===== src/rtl/jtag_pkg.sv =====
// Shared TAP definitions: 1149.1 state encoding, next-state rule and DR select decode.
// Latency: combinational helpers only. Backpressure: none.
package jtag_pkg;

  typedef enum logic [3:0] {
    TLR      = 4'hF,
    RTI      = 4'hC,
    SEL_DR   = 4'h7,
    CAP_DR   = 4'h6,
    SH_DR    = 4'h2,
    EX1_DR   = 4'h1,
    PAUSE_DR = 4'h3,
    EX2_DR   = 4'h0,
    UPD_DR   = 4'h5,
    SEL_IR   = 4'h4,
    CAP_IR   = 4'hE,
    SH_IR    = 4'hA,
    EX1_IR   = 4'h9,
    PAUSE_IR = 4'hB,
    EX2_IR   = 4'h8,
    UPD_IR   = 4'hD
  } tap_state_t;

  typedef enum logic [1:0] {
    DR_BYPASS,
    DR_IDCODE,
    DR_USER
  } dr_sel_t;

  function automatic tap_state_t tap_next(input tap_state_t s, input logic tms);
    tap_state_t n;
    n = TLR;
    case (s)
      TLR:      n = tms ? TLR    : RTI;
      RTI:      n = tms ? SEL_DR : RTI;
      SEL_DR:   n = tms ? SEL_IR : CAP_DR;
      CAP_DR:   n = tms ? EX1_DR : SH_DR;
      SH_DR:    n = tms ? EX1_DR : SH_DR;
      EX1_DR:   n = tms ? UPD_DR : PAUSE_DR;
      PAUSE_DR: n = tms ? EX2_DR : PAUSE_DR;
      EX2_DR:   n = tms ? UPD_DR : SH_DR;
      UPD_DR:   n = tms ? SEL_DR : RTI;
      SEL_IR:   n = tms ? TLR    : CAP_IR;
      CAP_IR:   n = tms ? EX1_IR : SH_IR;
      SH_IR:    n = tms ? EX1_IR : SH_IR;
      EX1_IR:   n = tms ? UPD_IR : PAUSE_IR;
      PAUSE_IR: n = tms ? EX2_IR : PAUSE_IR;
      EX2_IR:   n = tms ? UPD_IR : SH_IR;
      UPD_IR:   n = tms ? SEL_DR : RTI;
      default:  n = TLR;
    endcase
    return n;
  endfunction

  // IDCODE wins when both opcodes collide; all-ones and unknown opcodes fall to BYPASS.
  function automatic dr_sel_t dr_decode(input logic [31:0] ir,
                                        input logic [31:0] idcode_op,
                                        input logic [31:0] user_op);
    if (ir == idcode_op) return DR_IDCODE;
    if (ir == user_op)   return DR_USER;
    return DR_BYPASS;
  endfunction

endpackage


===== src/rtl/jtag_tap_fsm.sv =====
// Bare 1149.1 TAP controller: state register plus per-state strobes decoded from it.
// Latency: one rising TCK per transition. Backpressure: none, TMS is taken every edge.
module jtag_tap_fsm
  import jtag_pkg::*;
(
  input  logic       TCK,
  input  logic       TRST,
  input  logic       TMS,
  output logic [3:0] STATE,
  output logic       tlr,
  output logic       cap_dr,
  output logic       sh_dr,
  output logic       upd_dr,
  output logic       cap_ir,
  output logic       sh_ir,
  output logic       upd_ir
);

  tap_state_t state_q;

  always_ff @(posedge TCK or negedge TRST) begin
    if (!TRST) state_q <= TLR;
    else       state_q <= tap_next(state_q, TMS);
  end

  assign STATE  = state_q;
  assign tlr    = (state_q == TLR);
  assign cap_dr = (state_q == CAP_DR);
  assign sh_dr  = (state_q == SH_DR);
  assign upd_dr = (state_q == UPD_DR);
  assign cap_ir = (state_q == CAP_IR);
  assign sh_ir  = (state_q == SH_IR);
  assign upd_ir = (state_q == UPD_IR);

endmodule


===== src/rtl/jtag_tap.sv =====
// TAP with IR, BYPASS, IDCODE and one user DR; shift on rising TCK, TDO/IR/update on falling TCK.
// Latency: first TDO bit half a TCK after entering a shift state. Backpressure: none.
module jtag_tap
  import jtag_pkg::*;
#(
  parameter int                  IR_WIDTH     = 4,
  parameter logic [31:0]         IDCODE_VALUE = 32'h1000_0FFF,
  parameter logic [IR_WIDTH-1:0] IDCODE_OP    = IR_WIDTH'(4'b0001),
  parameter logic [IR_WIDTH-1:0] USER_OP      = IR_WIDTH'(4'b1000),
  parameter int                  USER_WIDTH   = 8
) (
  input  logic                  TCK,
  input  logic                  TRST,
  input  logic                  TMS,
  input  logic                  TDI,
  output logic                  TDO,
  output logic                  TDO_EN,
  output logic [3:0]            STATE,
  output logic [IR_WIDTH-1:0]   IR,
  input  logic [USER_WIDTH-1:0] USER_CAPTURE,
  output logic [USER_WIDTH-1:0] USER_UPDATE,
  output logic                  USER_UPDATE_STB
);

  logic tlr, cap_dr, sh_dr, upd_dr, cap_ir, sh_ir, upd_ir;

  jtag_tap_fsm u_fsm (
    .TCK    (TCK),
    .TRST   (TRST),
    .TMS    (TMS),
    .STATE  (STATE),
    .tlr    (tlr),
    .cap_dr (cap_dr),
    .sh_dr  (sh_dr),
    .upd_dr (upd_dr),
    .cap_ir (cap_ir),
    .sh_ir  (sh_ir),
    .upd_ir (upd_ir)
  );

  logic [IR_WIDTH-1:0]   ir_sr;
  logic                  bypass_sr;
  logic [31:0]           idcode_sr;
  logic [USER_WIDTH-1:0] user_sr;
  dr_sel_t               dr_sel;
  logic                  dr_lsb;

  assign dr_sel = dr_decode(32'(IR), 32'(IDCODE_OP), 32'(USER_OP));

  always_comb begin
    dr_lsb = bypass_sr;
    case (dr_sel)
      DR_IDCODE: dr_lsb = idcode_sr[0];
      DR_USER:   dr_lsb = user_sr[0];
      default:   dr_lsb = bypass_sr;
    endcase
  end

  // Only the selected DR moves; the others keep their contents across scans.
  always_ff @(posedge TCK or negedge TRST) begin
    if (!TRST) begin
      ir_sr     <= '0;
      bypass_sr <= 1'b0;
      idcode_sr <= '0;
      user_sr   <= '0;
    end else begin
      if (cap_ir)     ir_sr <= IR_WIDTH'(2'b01);
      else if (sh_ir) ir_sr <= {TDI, ir_sr[IR_WIDTH-1:1]};

      if (cap_dr) begin
        case (dr_sel)
          DR_IDCODE: idcode_sr <= IDCODE_VALUE;
          DR_USER:   user_sr   <= USER_CAPTURE;
          default:   bypass_sr <= 1'b0;
        endcase
      end else if (sh_dr) begin
        case (dr_sel)
          DR_IDCODE: idcode_sr <= {TDI, idcode_sr[31:1]};
          DR_USER:   user_sr   <= (user_sr >> 1) | (USER_WIDTH'(TDI) << (USER_WIDTH - 1));
          default:   bypass_sr <= TDI;
        endcase
      end
    end
  end

  always_ff @(negedge TCK or negedge TRST) begin
    if (!TRST) begin
      TDO             <= 1'b0;
      TDO_EN          <= 1'b0;
      IR              <= IDCODE_OP;
      USER_UPDATE     <= '0;
      USER_UPDATE_STB <= 1'b0;
    end else begin
      TDO_EN <= sh_ir | sh_dr;
      TDO    <= sh_ir ? ir_sr[0] : (sh_dr & dr_lsb);

      if (tlr)         IR <= IDCODE_OP;
      else if (upd_ir) IR <= ir_sr;

      USER_UPDATE_STB <= upd_dr && (dr_sel == DR_USER);
      if (upd_dr && (dr_sel == DR_USER)) USER_UPDATE <= user_sr;
    end
  end

endmodule


===== config.mk =====
export PLATFORM = sky130hd
export DESIGN_NAME = jtag_tap
export DESIGN_NICKNAME = d
export VERILOG_FILES = /design/src/rtl/jtag_pkg.sv /design/src/rtl/jtag_tap_fsm.sv /design/src/rtl/jtag_tap.sv
export SDC_FILE = /design/constraint.sdc
export NUM_CORES = 1
export LEC_CHECK = 0
export CELL_PAD_IN_SITES_DETAIL_PLACEMENT = 1
export CELL_PAD_IN_SITES_GLOBAL_PLACEMENT = 2
export CORE_ASPECT_RATIO = 1.75
export CORE_MARGIN = 5
export CORE_UTILIZATION = 41
export DETAILED_ROUTE_END_ITERATION = 6
export PLACE_DENSITY = 0.83
export SLEW_MARGIN = 40
export SYNTH_ARGS = -nofsm -noshare
export SYNTH_HDL_FRONTEND = slang
export SYNTH_SLANG_ARGS = --single-unit

===== constraint.sdc =====
create_clock -name TCK -period 6.55 [get_ports TCK]
set_clock_uncertainty 0.2 [all_clocks]
set_input_delay 0.655 -clock TCK [delete_from_list [all_inputs] [get_ports TCK]]
set_output_delay 0.655 -clock TCK [all_outputs]
set_load 0.005 [all_outputs]

==> impl_metrics.xml, run 1 <==
<?xml version="1.0" encoding="UTF-8"?>
<metrics>
  <group name="clocking">
    <metric name="cts_tree" unit="">done</metric>
    <metric name="cts.repair_timing.setup_buffer_count" unit="">0</metric>
    <metric name="worstSkewPairLatency" unit="ps">370</metric>
    <metric name="cts_resized" unit="">0</metric>
    <metric name="cts_made_buffers" unit="">9</metric>
    <metric name="cts_sinks" unit="">64</metric>
    <metric name="clock-root-buffer" unit="">clkbuf_8</metric>
    <metric name="clock_pin_slew_on_the_worst_setup_and_hold_paths" unit="ps">70</metric>
    <metric name="ctsHoldBuffers" unit="">0</metric>
    <metric name="largest_buffer_count_on_any_clock_path" unit="">2</metric>
    <metric name="cts.htree.levels" unit="">3</metric>
  </group>
  <group name="critical_path">
    <metric name="worstSetupStartpointType" unit="">flop</metric>
    <metric name="arrival_time_worst_endpoint" unit="ps">4740</metric>
    <metric name="worstPathMaxFanout" unit="">7</metric>
    <metric name="critPathKind" unit="">reg -&gt; out</metric>
    <metric name="worst-path-buf-inv" unit="">1</metric>
    <metric name="worst_path_dominant_cell_family" unit="">flip-flops</metric>
    <metric name="slowest_stage" unit="">dfstp_2</metric>
    <metric name="crit_required" unit="ps">5690</metric>
    <metric name="slowest_delay" unit="ps">570</metric>
    <metric name="crit_chain" unit="">clkdlybuf4s50_1</metric>
    <metric name="endpoint_class_of_the_critical_path" unit="">output port</metric>
  </group>
  <group name="detailed_routing">
    <metric name="remaining_antenna_violation_count_after_routing" unit="">0</metric>
    <metric name="post-route-drc-count" unit="">0</metric>
    <metric name="finalWirelength" unit="um">5288</metric>
    <metric name="detail_route.first_pass.iterations" unit="">4</metric>
    <metric name="routed_wire_length_per_instance" unit="um">16.73</metric>
    <metric name="initialDrtViolationCount" unit="">112</metric>
    <metric name="vias" unit="">1689</metric>
    <metric name="via_per_inst" unit="">5.345</metric>
  </group>
  <group name="logic_synthesis">
    <metric name="library_cell_with_the_largest_summed_area_after_synthesis" unit="">dfrtp_1</metric>
    <metric name="syn_area" unit="um^2">2636</metric>
    <metric name="synth.ff_latch_count" unit="">64</metric>
    <metric name="synth_cell_type_count" unit="">32</metric>
    <metric name="synth-seq-area-share" unit="">0.6099</metric>
    <metric name="synth_fp_nets" unit="">211</metric>
    <metric name="yosys_most_used_dff" unit="">dfrtp_1</metric>
    <metric name="syn_area_per_cell" unit="um^2">13.25</metric>
    <metric name="synth_edf_count" unit="">0</metric>
    <metric name="post_synthesis_cells" unit="">199</metric>
    <metric name="postSynth.asyncResetShare" unit="">1.000</metric>
    <metric name="synth.yosys.warnings" unit="">0</metric>
    <metric name="synth_largest_type_area_fraction" unit="">0.4271</metric>
    <metric name="yosys-top-cells-area" unit="">dfrtp_1 (43%), dfrtn_1 (13%), mux2_2 (7.7%)</metric>
  </group>
  <group name="placed_design">
    <metric name="dp_worst_slack" unit="ps">1026</metric>
    <metric name="port_buffers" unit="">30</metric>
    <metric name="detailedPlacementHpwl" unit="um">3653</metric>
    <metric name="finalWeightedCongestion" unit="">0.7237</metric>
  </group>
  <group name="pwr">
    <metric name="leakage" unit="nW">1.445</metric>
    <metric name="portion_of_total_power_attributed_to_sequential_cells" unit="">0.482</metric>
    <metric name="power_switching_share" unit="">0.2938</metric>
    <metric name="power_per_cell_area" unit="nW/um^2">412.9</metric>
    <metric name="vdd_drop_max" unit="mV">0.2288</metric>
    <metric name="clock_power_share" unit="">0.281</metric>
    <metric name="intPower" unit="W">0.0009394</metric>
    <metric name="comb_power_share" unit="">0.237</metric>
    <metric name="switching_power" unit="W">0.0003908</metric>
  </group>
  <group name="finish">
    <metric name="mostFrequentLayoutCell" unit="">dfrtp_1</metric>
    <metric name="antenna_cells_inserted" unit="">0</metric>
    <metric name="finalNetCount" unit="">243</metric>
    <metric name="post_route_cells_drive_above_1_share" unit="">0.2373</metric>
    <metric name="syn2layout_area_growth" unit="%">22.21</metric>
    <metric name="mostFrequentLayoutCells" unit="">dfrtp_1 (45), clkdlybuf4s50_1 (29), a22o_1 (19)</metric>
  </group>
  <group name="outcome">
    <metric name="run_status" unit="">finished, final reports clean</metric>
  </group>
  <group name="global_route">
    <metric name="maximum_number_of_pins_on_one_net_before_global_route_repair" unit="">31</metric>
    <metric name="grtUsageTotal" unit="">0.1445</metric>
    <metric name="grt_remaining_overflow" unit="">0</metric>
    <metric name="vias_in_the_first_global_route" unit="">1839</metric>
    <metric name="antenna_found_initial" unit="">0</metric>
    <metric name="first_pass_grt_wire_length" unit="um">9018</metric>
  </group>
  <group name="timing">
    <metric name="slew_headroom" unit="">0.5623</metric>
    <metric name="timing_max_transition_violations_final" unit="">0</metric>
    <metric name="totalNegativeSetupSlack" unit="ps">0</metric>
    <metric name="postLayoutSetupSlackWorst" unit="ps">954.9</metric>
    <metric name="worst_margin_pin_slew" unit="ps">647.5</metric>
    <metric name="rsz0062_at_grt" unit="">false</metric>
    <metric name="final-setup-viol-count" unit="">0</metric>
    <metric name="final_hold_viol_count" unit="">0</metric>
  </group>
  <group name="floorplan">
    <metric name="core_area" unit="um^2">6228</metric>
    <metric name="die_y" unit="um">116.1</metric>
    <metric name="ioPinCount" unit="">31</metric>
    <metric name="design.die.area" unit="um^2">8197</metric>
    <metric name="floorplan.die.width" unit="um">70.62</metric>
    <metric name="core.rowCount" unit="">38</metric>
    <metric name="start_util" unit="">0.4233</metric>
  </group>
  <group name="worst_hold_path">
    <metric name="hold_class" unit="">in -&gt; async</metric>
  </group>
  <group name="run">
    <metric name="timing.max_cap.violations" unit="">0</metric>
  </group>
</metrics>
## power by group through the flow
stage / logic [W] / clock network, W / registers, W
6_report: 0.000315 / 0.000374 / 0.000642
2_1_floorplan: 0.000237 / 0.00000191 / 0.000588
3_5_place_dp: 0.000321 / 0.00000191 / 0.000649
4_1_cts: 0.000324 / 0.000386 / 0.000644
3_3_place_gp: 0.000310 / 0.00000191 / 0.000646
5_1_grt: 0.000348 / 0.000405 / 0.000664
## registers in the layout, indices dropped and copies added, names as in the netlist, 4 cells and up
signal,cells
IR,4
ir_sr,4
u_fsm.STATE,4
idcode_sr,32
user_sr,8
USER_UPDATE,8
## final cells by class
| class | count | area (um^2) |
|---|---|---|
| fill | 643 | 3007 |
| sequential | 64 | 1608 |
| multi-input combinational | 120 | 960.9 |
| timing repair buffer | 34 | 325.3 |
| clock buffer | 10 | 137.6 |
| tap | 80 | 100.1 |
| clock inverter | 7 | 86.33 |
| inverter | 1 | 3.754 |
## metal layers
layer / routed length [um] / vias up / track usage
li1: - / 789 / -
met5: 0 / - / 0
met1: 2129 / 862 / 0.1624
met4: 189 / 0 / 0.09912
met3: 152 / 12 / 0.04253
met2: 2816 / 26 / 0.2353
## synth_stat cells, types with 2 or more instances
cell and n:
mux2_4 8, nor2_1 4, a22o_1 19, mux2_2 18
dfrtn_1 14, nand2b_1 7, clkbuf_1 8, buf_2 3
and3b_1 2, inv_1 2, nor4b_1 2, o21ai_0 11
dfstp_2 5, nand2_1 15, nor2b_1 2, dfrtp_1 45
nor3b_1 2, o22a_1 13, nand3_1 6
## path summary, 6_finish.rpt
kind,startpoint,end,slack (ps),depth (start not counted)
worst min register to register,USER_UPDATE[7],USER_UPDATE[7],270,1
max in group asynchronous,TRST,USER_UPDATE[2],2160,2
worst max register to register,u_fsm.STATE[2],USER_UPDATE[3],1030,3
worst max-delay path,IR[0],IR[0],950,1
min in group TCK,USER_UPDATE[7],USER_UPDATE[7],270,1
worst min-delay path,TRST,idcode_sr[19],130,1
## cell families after synthesis
family / synth area share
flops: 0.6099
compound gates: 0.1400
simple gates: 0.1020
mux: 0.1224
buf+inv: 0.02563
## per-stage QoR
| stage | cells | cell area [um^2] | total power (W) | utilization | hold WS, ps |
|---|---|---|---|---|---|
| 3_3_place_gp | 300 | 3002 | 0.0009586 | 0.4819 | 261.8 |
| 6_report | 316 | 3222 | 0.001330 | 0.5173 | 131.3 |
| 2_1_floorplan | 199 | 2636 | 0.0008267 | - | 159.4 |
| 5_1_grt | 316 | 3222 | 0.001417 | 0.5173 | 186.4 |
| 4_1_cts | 316 | 3222 | 0.001354 | 0.5173 | 140.6 |
| 3_5_place_dp | 300 | 3002 | 0.0009722 | 0.4819 | 258.5 |
No activity file was read; power rests on OpenSTA's default activity.
==> run 2: changes to the inputs <==
--- a/config.mk
+++ b/config.mk
@@ -16,3 +16,4 @@
 export SYNTH_ARGS = -nofsm -noshare
 export SYNTH_HDL_FRONTEND = slang
 export SYNTH_SLANG_ARGS = --single-unit
+export TNS_END_PERCENT = 1
==> results of run 2 <==
The final DEF is identical to that of run 1; final timing and power are the same.
